`src/rtl/dct_pkg.sv`:
```
// Shared constants, state encoding and the phase-to-weight mapping for the
// 16-point inverse DCT datapath.
package dct_pkg;

    localparam int BW     = 11;  // signed coefficient width
    localparam int ACC_W  = 21;  // signed accumulator width
    localparam int PIX_W  = 8;   // unsigned output sample width
    localparam int WT_W   = 6;   // signed 1.6 weight width
    localparam int N_PTS  = 16;
    localparam int PROD_W = BW + WT_W;

    typedef enum logic [1:0] {
        ST_IDLE = 2'd0,
        ST_COMP = 2'd1,
        ST_DONE = 2'd2
    } state_t;

    // Quarter-wave cosine magnitudes in 1.6 format, indexed by phase 0..16.
    localparam logic signed [WT_W-1:0] W_TABLE [0:16] = '{
        6'sd23, 6'sd23, 6'sd22, 6'sd22, 6'sd21, 6'sd20, 6'sd19, 6'sd17, 6'sd16,
        6'sd14, 6'sd13, 6'sd11, 6'sd9,  6'sd7,  6'sd4,  6'sd2,  6'sd0
    };

    // Signed weight linking coefficient k to output sample n; the DC term
    // carries the fixed weight 16.
    function automatic logic signed [WT_W-1:0] idct_weight(input logic [3:0] k, input int n);
        int p;
        int m;
        logic neg;
        logic signed [WT_W-1:0] w;
        p = (int'(k) * (2 * n + 1)) % 64;
        if (p <= 16) begin
            m = p;       neg = 1'b0;
        end else if (p < 32) begin
            m = 32 - p;  neg = 1'b1;
        end else if (p < 48) begin
            m = p - 32;  neg = 1'b1;
        end else begin
            m = 64 - p;  neg = 1'b0;
        end
        w = neg ? -W_TABLE[m[4:0]] : W_TABLE[m[4:0]];
        if (k == 4'd0) begin
            w = 6'sd16;
        end
        return w;
    endfunction

endpackage

```
`src/rtl/idct_mac_lane.sv`:
```
// One output lane of the inverse DCT: constant weight select for sample N,
// multiply-accumulate over the coefficient stream, then round and clamp.
module idct_mac_lane
    import dct_pkg::*;
#(
    parameter int N = 0
)
(
    input  logic                    clk,
    input  logic                    rst,
    input  logic                    i_clear,
    input  logic                    i_en,
    input  logic                    i_load,
    input  logic signed [BW-1:0]    i_coef,
    input  logic [3:0]              i_k,
    output logic [PIX_W-1:0]        o_sample
);

    logic signed [WT_W-1:0]   w_weight;
    logic signed [PROD_W-1:0] w_prod;
    logic signed [ACC_W-1:0]  w_acc_next;
    logic signed [ACC_W-1:0]  w_round;
    logic [PIX_W-1:0]         w_sample;
    logic signed [ACC_W-1:0]  r_acc;
    logic [PIX_W-1:0]         r_sample;

    always_comb begin
        w_weight   = idct_weight(i_k, N);
        w_prod     = PROD_W'(i_coef) * PROD_W'(w_weight);
        w_acc_next = r_acc + ACC_W'(w_prod);
        // Round to nearest, then drop the six fractional weight bits.
        w_round    = (w_acc_next + ACC_W'(32)) >>> 6;
        if (w_round < 0) begin
            w_sample = '0;
        end else if (w_round > ACC_W'(255)) begin
            w_sample = '1;
        end else begin
            w_sample = w_round[PIX_W-1:0];
        end
    end

    // NOTE: sequential state uses non-blocking assignments so every register
    // samples pre-edge values, independent of block ordering.
    always_ff @(posedge clk) begin
        if (rst) begin
            r_acc    <= '0;
            r_sample <= '0;
        end else begin
            if (i_clear) begin
                r_acc <= '0;
            end else if (i_en) begin
                r_acc <= w_acc_next;
            end
            if (i_load) begin
                r_sample <= w_sample;
            end
        end
    end

    assign o_sample = r_sample;

endmodule

```
`src/rtl/idct_1d_row_seq.sv`:
```
// Sequential 16-point 1-D inverse DCT row pass: one coefficient per cycle is
// broadcast to 16 MAC lanes, with valid/ready handshakes on both sides.
module idct_1d_row_seq
    import dct_pkg::*;
(
    input  logic                      clk,
    input  logic                      rst,
    input  logic                      in_valid,
    output logic                      in_ready,
    input  logic [N_PTS*BW-1:0]       X_k_in,
    output logic                      out_valid,
    input  logic                      out_ready,
    output logic [N_PTS*PIX_W-1:0]    x_n_out
);

    state_t                r_state;
    state_t                w_state_next;
    logic [3:0]            r_cnt;
    logic [N_PTS*BW-1:0]   r_coef;
    logic signed [BW-1:0]  w_coefs [N_PTS];
    logic signed [BW-1:0]  w_coef;
    logic                  w_accept;
    logic                  w_last;

    assign in_ready  = (r_state == ST_IDLE);
    assign out_valid = (r_state == ST_DONE);
    assign w_accept  = in_valid && (r_state == ST_IDLE);
    assign w_last    = (r_state == ST_COMP) && (r_cnt == 4'd15);

    // NOTE: every combinational output gets a default first, so no path
    // through the case can leave it unassigned and infer a latch.
    always_comb begin
        w_state_next = r_state;
        case (r_state)
            ST_IDLE: if (in_valid)           w_state_next = ST_COMP;
            ST_COMP: if (r_cnt == 4'd15)     w_state_next = ST_DONE;
            ST_DONE: if (out_ready)          w_state_next = ST_IDLE;
            default:                         w_state_next = ST_IDLE;
        endcase
    end

    always_ff @(posedge clk) begin
        if (rst) begin
            r_state <= ST_IDLE;
            r_cnt   <= '0;
            r_coef  <= '0;
        end else begin
            r_state <= w_state_next;
            if (w_accept) begin
                r_cnt  <= '0;
                r_coef <= X_k_in;
            end else if ((r_state == ST_COMP) && (r_cnt != 4'd15)) begin
                r_cnt <= r_cnt + 4'd1;
            end
        end
    end

    // X_0 sits in the most significant slice of the packed vector.
    always_comb begin
        for (int k = 0; k < N_PTS; k++) begin
            w_coefs[k] = r_coef[(N_PTS-1-k)*BW +: BW];
        end
        w_coef = w_coefs[r_cnt];
    end

    for (genvar n = 0; n < N_PTS; n++) begin : g_lane
        idct_mac_lane #(.N(n)) u_lane (
            .clk      (clk),
            .rst      (rst),
            .i_clear  (w_accept),
            .i_en     (r_state == ST_COMP),
            .i_load   (w_last),
            .i_coef   (w_coef),
            .i_k      (r_cnt),
            .o_sample (x_n_out[(N_PTS-1-n)*PIX_W +: PIX_W])
        );
    end

endmodule

```
`config.mk`:
```
export PLATFORM = sky130hd
export DESIGN_NAME = idct_1d_row_seq
export DESIGN_NICKNAME = d
export VERILOG_FILES = /design/src/rtl/dct_pkg.sv /design/src/rtl/idct_mac_lane.sv /design/src/rtl/idct_1d_row_seq.sv
export SDC_FILE = /design/constraint.sdc
export NUM_CORES = 2
export LEC_CHECK = 0
export CORE_ASPECT_RATIO = 1.5
export CORE_UTILIZATION = 45
export CTS_CLUSTER_SIZE = 10
export DETAILED_ROUTE_END_ITERATION = 12
export PLACE_DENSITY = 0.65
export SKIP_CTS_REPAIR_TIMING = 1
export SLEW_MARGIN = 20
export SYNTH_ARGS = -nofsm -noshare
export SYNTH_HDL_FRONTEND = slang
export SYNTH_SLANG_ARGS = --single-unit
```
`constraint.sdc`:
```
create_clock -name clk -period 13.9 [get_ports clk]
set_clock_uncertainty 0.15 [all_clocks]
set_input_delay 2.78 -clock clk [delete_from_list [all_inputs] [get_ports clk]]
set_output_delay 2.78 -clock clk [all_outputs]
set_load 0.03 [all_outputs]
```
==> results.rst <==
.. list-table::
   :header-rows: 1

   * - Metric
     - Value
   * - EDFF count, synth
     - 0
   * - Number of antenna violations at the first check in global routing
     - 5
   * - R2r worst-path depth
     - 34
   * - Adder-cell share of the synthesized area
     - ~38%
   * - Critical Path Fanout Max
     - 20
   * - Kind of path behind the tightest hold check
     - reg -> reg
   * - Largest cells by area after synthesis
     - sky130_fd_sc_hd__fa_1, sky130_fd_sc_hd__dfxtp_1, sky130_fd_sc_hd__ha_1, sky130_fd_sc_hd__inv_1, sky130_fd_sc_hd__nand2_1
   * - Post-synthesis register bit count
     - 646
   * - Sequential fraction of design power
     - between 20 and 30%
   * - Proportion of layout cells with a drive suffix above 1
     - 4.10%
   * - Fraction of registers with async set/reset
     - 0%
   * - Worst slew pin tran
     - 1.15 ns
   * - Cell type of the slowest stage on the worst timing path
     - sky130_fd_sc_hd__a211oi_1
   * - Fillcell total
     - about 19000
   * - Multiplexer area fraction after synthesis
     - under 10%
   * - Mapped Area
     - 0.0876 mm^2
   * - Synthesized net count
     - 12837
   * - DIE HEIGHT
     - roughly 540 um
   * - FP Rows
     - a little under 200
   * - Switching power share of the total
     - between 40% and 50%
   * - Combinational group share of total power
     - around 40%
   * - Number of primary I/O pins
     - 310
   * - First-pass GRT wire length
     - roughly 430000 um
   * - Final slew viol count
     - 0
   * - Area of the multi-input gates
     - 0.0673 mm^2
   * - Clock Pin Slew Worst Setup and Hold Paths
     - 0.06 ns
   * - Critical path capture point type
     - flip-flop
   * - Post-Syn Instances
     - ~11000
   * - Most Frequent Cell on Critical Path
     - sky130_fd_sc_hd__fa_1
   * - Root Buffer
     - sky130_fd_sc_hd__clkbuf_16
   * - Tcrit/Tclk final
     - 86.5%
   * - NetSw
     - 2900 uW
   * - Top FF cell, synth
     - sky130_fd_sc_hd__dfxtp_1
   * - Maximum number of pins on one net before global-route repair
     - 110
   * - Total congestion overflow
     - 0
   * - Signed area change from the synthesized netlist to the final layout
     - 9.61%
   * - Distinct cell type count after synthesis
     - about 100
   * - Floorplan core area
     - slightly below 0.2 mm^2
   * - TritonCTS clock tree
     - built
   * - DRC violations left
     - 0
   * - Crit path launch type
     - flip-flop
   * - Gp weighted congestion
     - between 0.9 and 1
   * - Cts bufs inserted
     - 84
   * - Overall routing resource usage
     - approximately 28%
   * - Detailed-route vias per instance
     - roughly 5.7
   * - Initial DRC Count
     - approximately 4900
   * - Worst vdd ir
     - between 0.09 and 0.1 mV
   * - Overall via count from detail_route
     - between 70000 and 80000
   * - Worst-Skew Late Latency
     - between 0.7 and 0.8 ns
   * - Share of power burned in the clock network
     - between 30 and 40%
   * - Sequential fraction of the synthesis area
     - between 10 and 15%
   * - Critical path class
     - reg -> reg
   * - Sink count of the clock tree
     - 646
   * - Synthesized-area fraction occupied by ao, oa, aoi and oai cells
     - between 10 and 15%
   * - DR pass1 iterations
     - 11
   * - Effective utilization at floorplan
     - about 45%
   * - FF+latch area
     - ~0.013 mm^2
   * - Post-Synth XOR/XNOR Area
     - under 10%
   * - Number of buffers on the longest clock path
     - 3
   * - Worst setup slack after layout
     - between 1.5 and 2 ns
   * - Post-route ant nets
     - 0
   * - Final critical delay including setup and external delays
     - 12.02 ns
   * - Count leader, synth
     - sky130_fd_sc_hd__inv_1
   * - Synthesized-area fraction occupied by and/or/nand/nor cells
     - 17.5%
   * - DP HPWL
     - slightly above 200000 um
   * - Overall die area
     - slightly below 0.2 mm^2
   * - Level count of the clock H-tree
     - 3
   * - Warnings, synthesis
     - 0
   * - Final setup TNS
     - 0 ns
   * - Commonest cells in the synthesized netlist
     - sky130_fd_sc_hd__inv_1, sky130_fd_sc_hd__nand2_1, sky130_fd_sc_hd__fa_1
   * - Final hold violation count
     - 0
   * - Per-cell routed wire length
     - ~20 um
   * - Rel. slew slack
     - a little under a quarter
   * - Power per cell area
     - 74.4 mW/mm^2
   * - Main combinational cell family by area after synthesis
     - adder cells
   * - Number of maximum-capacitance violations
     - 0
   * - Status
     - complete, no violations
   * - Arr. time, crit path
     - ~12 ns
   * - Data required time at the worst endpoint
     - 14.37 ns
   * - Number of global-route vias before repair
     - a little under 80000
   * - Number of setup violations in the final report
     - 0
   * - Depth of the worst hold-timing path
     - 2
   * - RSZ-0062 raised after global routing
     - no
   * - Net count, final
     - approximately 13000
   * - Internal power component
     - approximately 4200 uW
   * - Fraction of post-synthesis cell area in the top cell type by area
     - roughly 25%
   * - Max Freq
     - ~83 MHz
   * - Most area-hungry cell type in the Yosys netlist
     - sky130_fd_sc_hd__fa_1
   * - Leakage power total
     - around 0.044 uW
   * - Post-placement worst setup slack
     - 2.07 ns
   * - PortBufs
     - about 310
   * - Synthesized area divided by synthesized cell count
     - about 8 um^2
   * - Horiz. Die Dim
     - between 300 and 400 um
   * - Final wirelength
     - between 200000 and 300000 um
   * - Delay contributed by the slowest stage of the critical path
     - 0.66 ns
[worst max-delay path: cells and delay by family (launching register included)]
kind	cells	cell delay, ns
simple gates	7	1.79
buf+inv	5	0.83
fa+ha+maj	10	4.46
flops	1	0.65
mux	1	0.44
compound gates	8	2.53
xor+xnor	3	1.03
[layout make-up]
cell class	count	area share, %
multi-input combinational	8027	70.1
inverter	1553	6.07
timing repair buffer	412	4.03
clock inverter	23	0.392
sequential	646	13.5
antenna	3	0.00782
clock buffer	114	2.52
tap	2600	3.39
[cells in the final DEF (no fill, tap or decap), types with 21 or more instances in the layout]
| cell type | netlist | routed |
|---|---|---|
| sky130_fd_sc_hd__inv_1 | 1549 | 1549 |
| sky130_fd_sc_hd__nand2_1 | 1529 | 1527 |
| sky130_fd_sc_hd__fa_1 | 1111 | 1111 |
| sky130_fd_sc_hd__nor2_1 | 982 | 973 |
| sky130_fd_sc_hd__ha_1 | 858 | 858 |
| sky130_fd_sc_hd__a21oi_1 | 805 | 805 |
| sky130_fd_sc_hd__dfxtp_1 | 646 | 642 |
| sky130_fd_sc_hd__xnor2_1 | 353 | 352 |
| sky130_fd_sc_hd__clkdlybuf4s50_1 | 0 | 308 |
| sky130_fd_sc_hd__o21ai_0 | 236 | 230 |
| sky130_fd_sc_hd__nand3_1 | 194 | 194 |
| sky130_fd_sc_hd__xor2_1 | 160 | 160 |
| sky130_fd_sc_hd__a211oi_1 | 160 | 159 |
| sky130_fd_sc_hd__nor3_1 | 152 | 151 |
| sky130_fd_sc_hd__buf_4 | 0 | 102 |
| sky130_fd_sc_hd__a21o_1 | 101 | 101 |
| sky130_fd_sc_hd__clkbuf_16 | 0 | 86 |
| sky130_fd_sc_hd__nand2b_1 | 86 | 84 |
| sky130_fd_sc_hd__a31oi_1 | 80 | 80 |
| sky130_fd_sc_hd__or3_1 | 72 | 72 |
| sky130_fd_sc_hd__o211ai_1 | 67 | 67 |
| sky130_fd_sc_hd__o21a_1 | 74 | 65 |
| sky130_fd_sc_hd__and2_1 | 67 | 65 |
| sky130_fd_sc_hd__mux2i_1 | 57 | 57 |
| sky130_fd_sc_hd__nor2b_1 | 56 | 55 |
| sky130_fd_sc_hd__and3_1 | 53 | 53 |
| sky130_fd_sc_hd__nand4_1 | 53 | 53 |
| sky130_fd_sc_hd__nor4_1 | 51 | 51 |
| sky130_fd_sc_hd__or2_2 | 45 | 45 |
| sky130_fd_sc_hd__mux4_2 | 44 | 44 |
| sky130_fd_sc_hd__a211o_1 | 35 | 35 |
| sky130_fd_sc_hd__o31ai_1 | 31 | 31 |
| sky130_fd_sc_hd__o21bai_1 | 29 | 29 |
| sky130_fd_sc_hd__nor3b_1 | 27 | 27 |
| sky130_fd_sc_hd__a221o_1 | 26 | 26 |
| sky130_fd_sc_hd__a311oi_1 | 21 | 21 |
| sky130_fd_sc_hd__a31o_2 | 21 | 21 |
[per-stage QoR]
step / hold slack, ns / utilization (%) / power [uW] / cells / area (um^2)
finish: 0.300 / 49.6 / 7140 / 13378 / 96000
global route: 0.313 / 49.6 / 7570 / 13376 / 96000
CTS: 0.303 / 49.5 / 7180 / 13374 / 96000
detailed placement: 0.295 / 48.1 / 4830 / 13237 / 93200
global placement: 0.289 / 48.1 / 4760 / 13237 / 93200
floorplan: 0.283 / - / 4020 / 10688 / 87600
[logic make-up (layout without fill, tap and decap cells)]
family | after synthesis | after routing
AND/OR/NAND/NOR | 3470 | 3470
buffers and inverters | 2015 | 2102
adder cells (fa/ha/maj) | 1969 | 1969
AO/OA/AOI/OAI | 1956 | 1956
flip-flops | 646 | 646
XOR/XNOR | 516 | 516
multiplexers | 116 | 116
other | 0 | 3
[power groups by stage]
stage | clock (uW) | sequential, uW | combinational [uW]
global route | 2420 | 1980 | 3170
detailed placement | 0 | 2010 | 2820
floorplan | 0 | 1990 | 2030
CTS | 2370 | 1970 | 2840
global placement | 0 | 2010 | 2750
finish | 2310 | 1970 | 2860
[layer usage]
metal	vias up	GRT usage [%]	wire (um)
met5	-	0	0
met4	0	16.1	18200
met3	824	4.01	17200
met2	2601	49.1	135000
met1	37075	31.7	102000
li1	35133	-	-
[state kept, by name (all words and copies together) (netlist names)]
register,cells
r_cnt,4
r_coef,176
g_lane.u_lane.o_sample,128
g_lane.u_lane.r_acc,336
r_state,2
[final timing paths]
kind                                               from                                          to  slack (ns)
max                               r_cnt[1]$_SDFFE_PP0P_  g_lane[14].u_lane.o_sample[2]$_SDFFE_PP0P_        1.88
min          g_lane[15].u_lane.o_sample[1]$_SDFFE_PP0P_  g_lane[15].u_lane.o_sample[1]$_SDFFE_PP0P_        0.30
max reg2reg                       r_cnt[1]$_SDFFE_PP0P_  g_lane[14].u_lane.o_sample[2]$_SDFFE_PP0P_        1.88
min reg2reg  g_lane[15].u_lane.o_sample[1]$_SDFFE_PP0P_  g_lane[15].u_lane.o_sample[1]$_SDFFE_PP0P_        0.30
No activity file was read; power rests on OpenSTA's default activity.
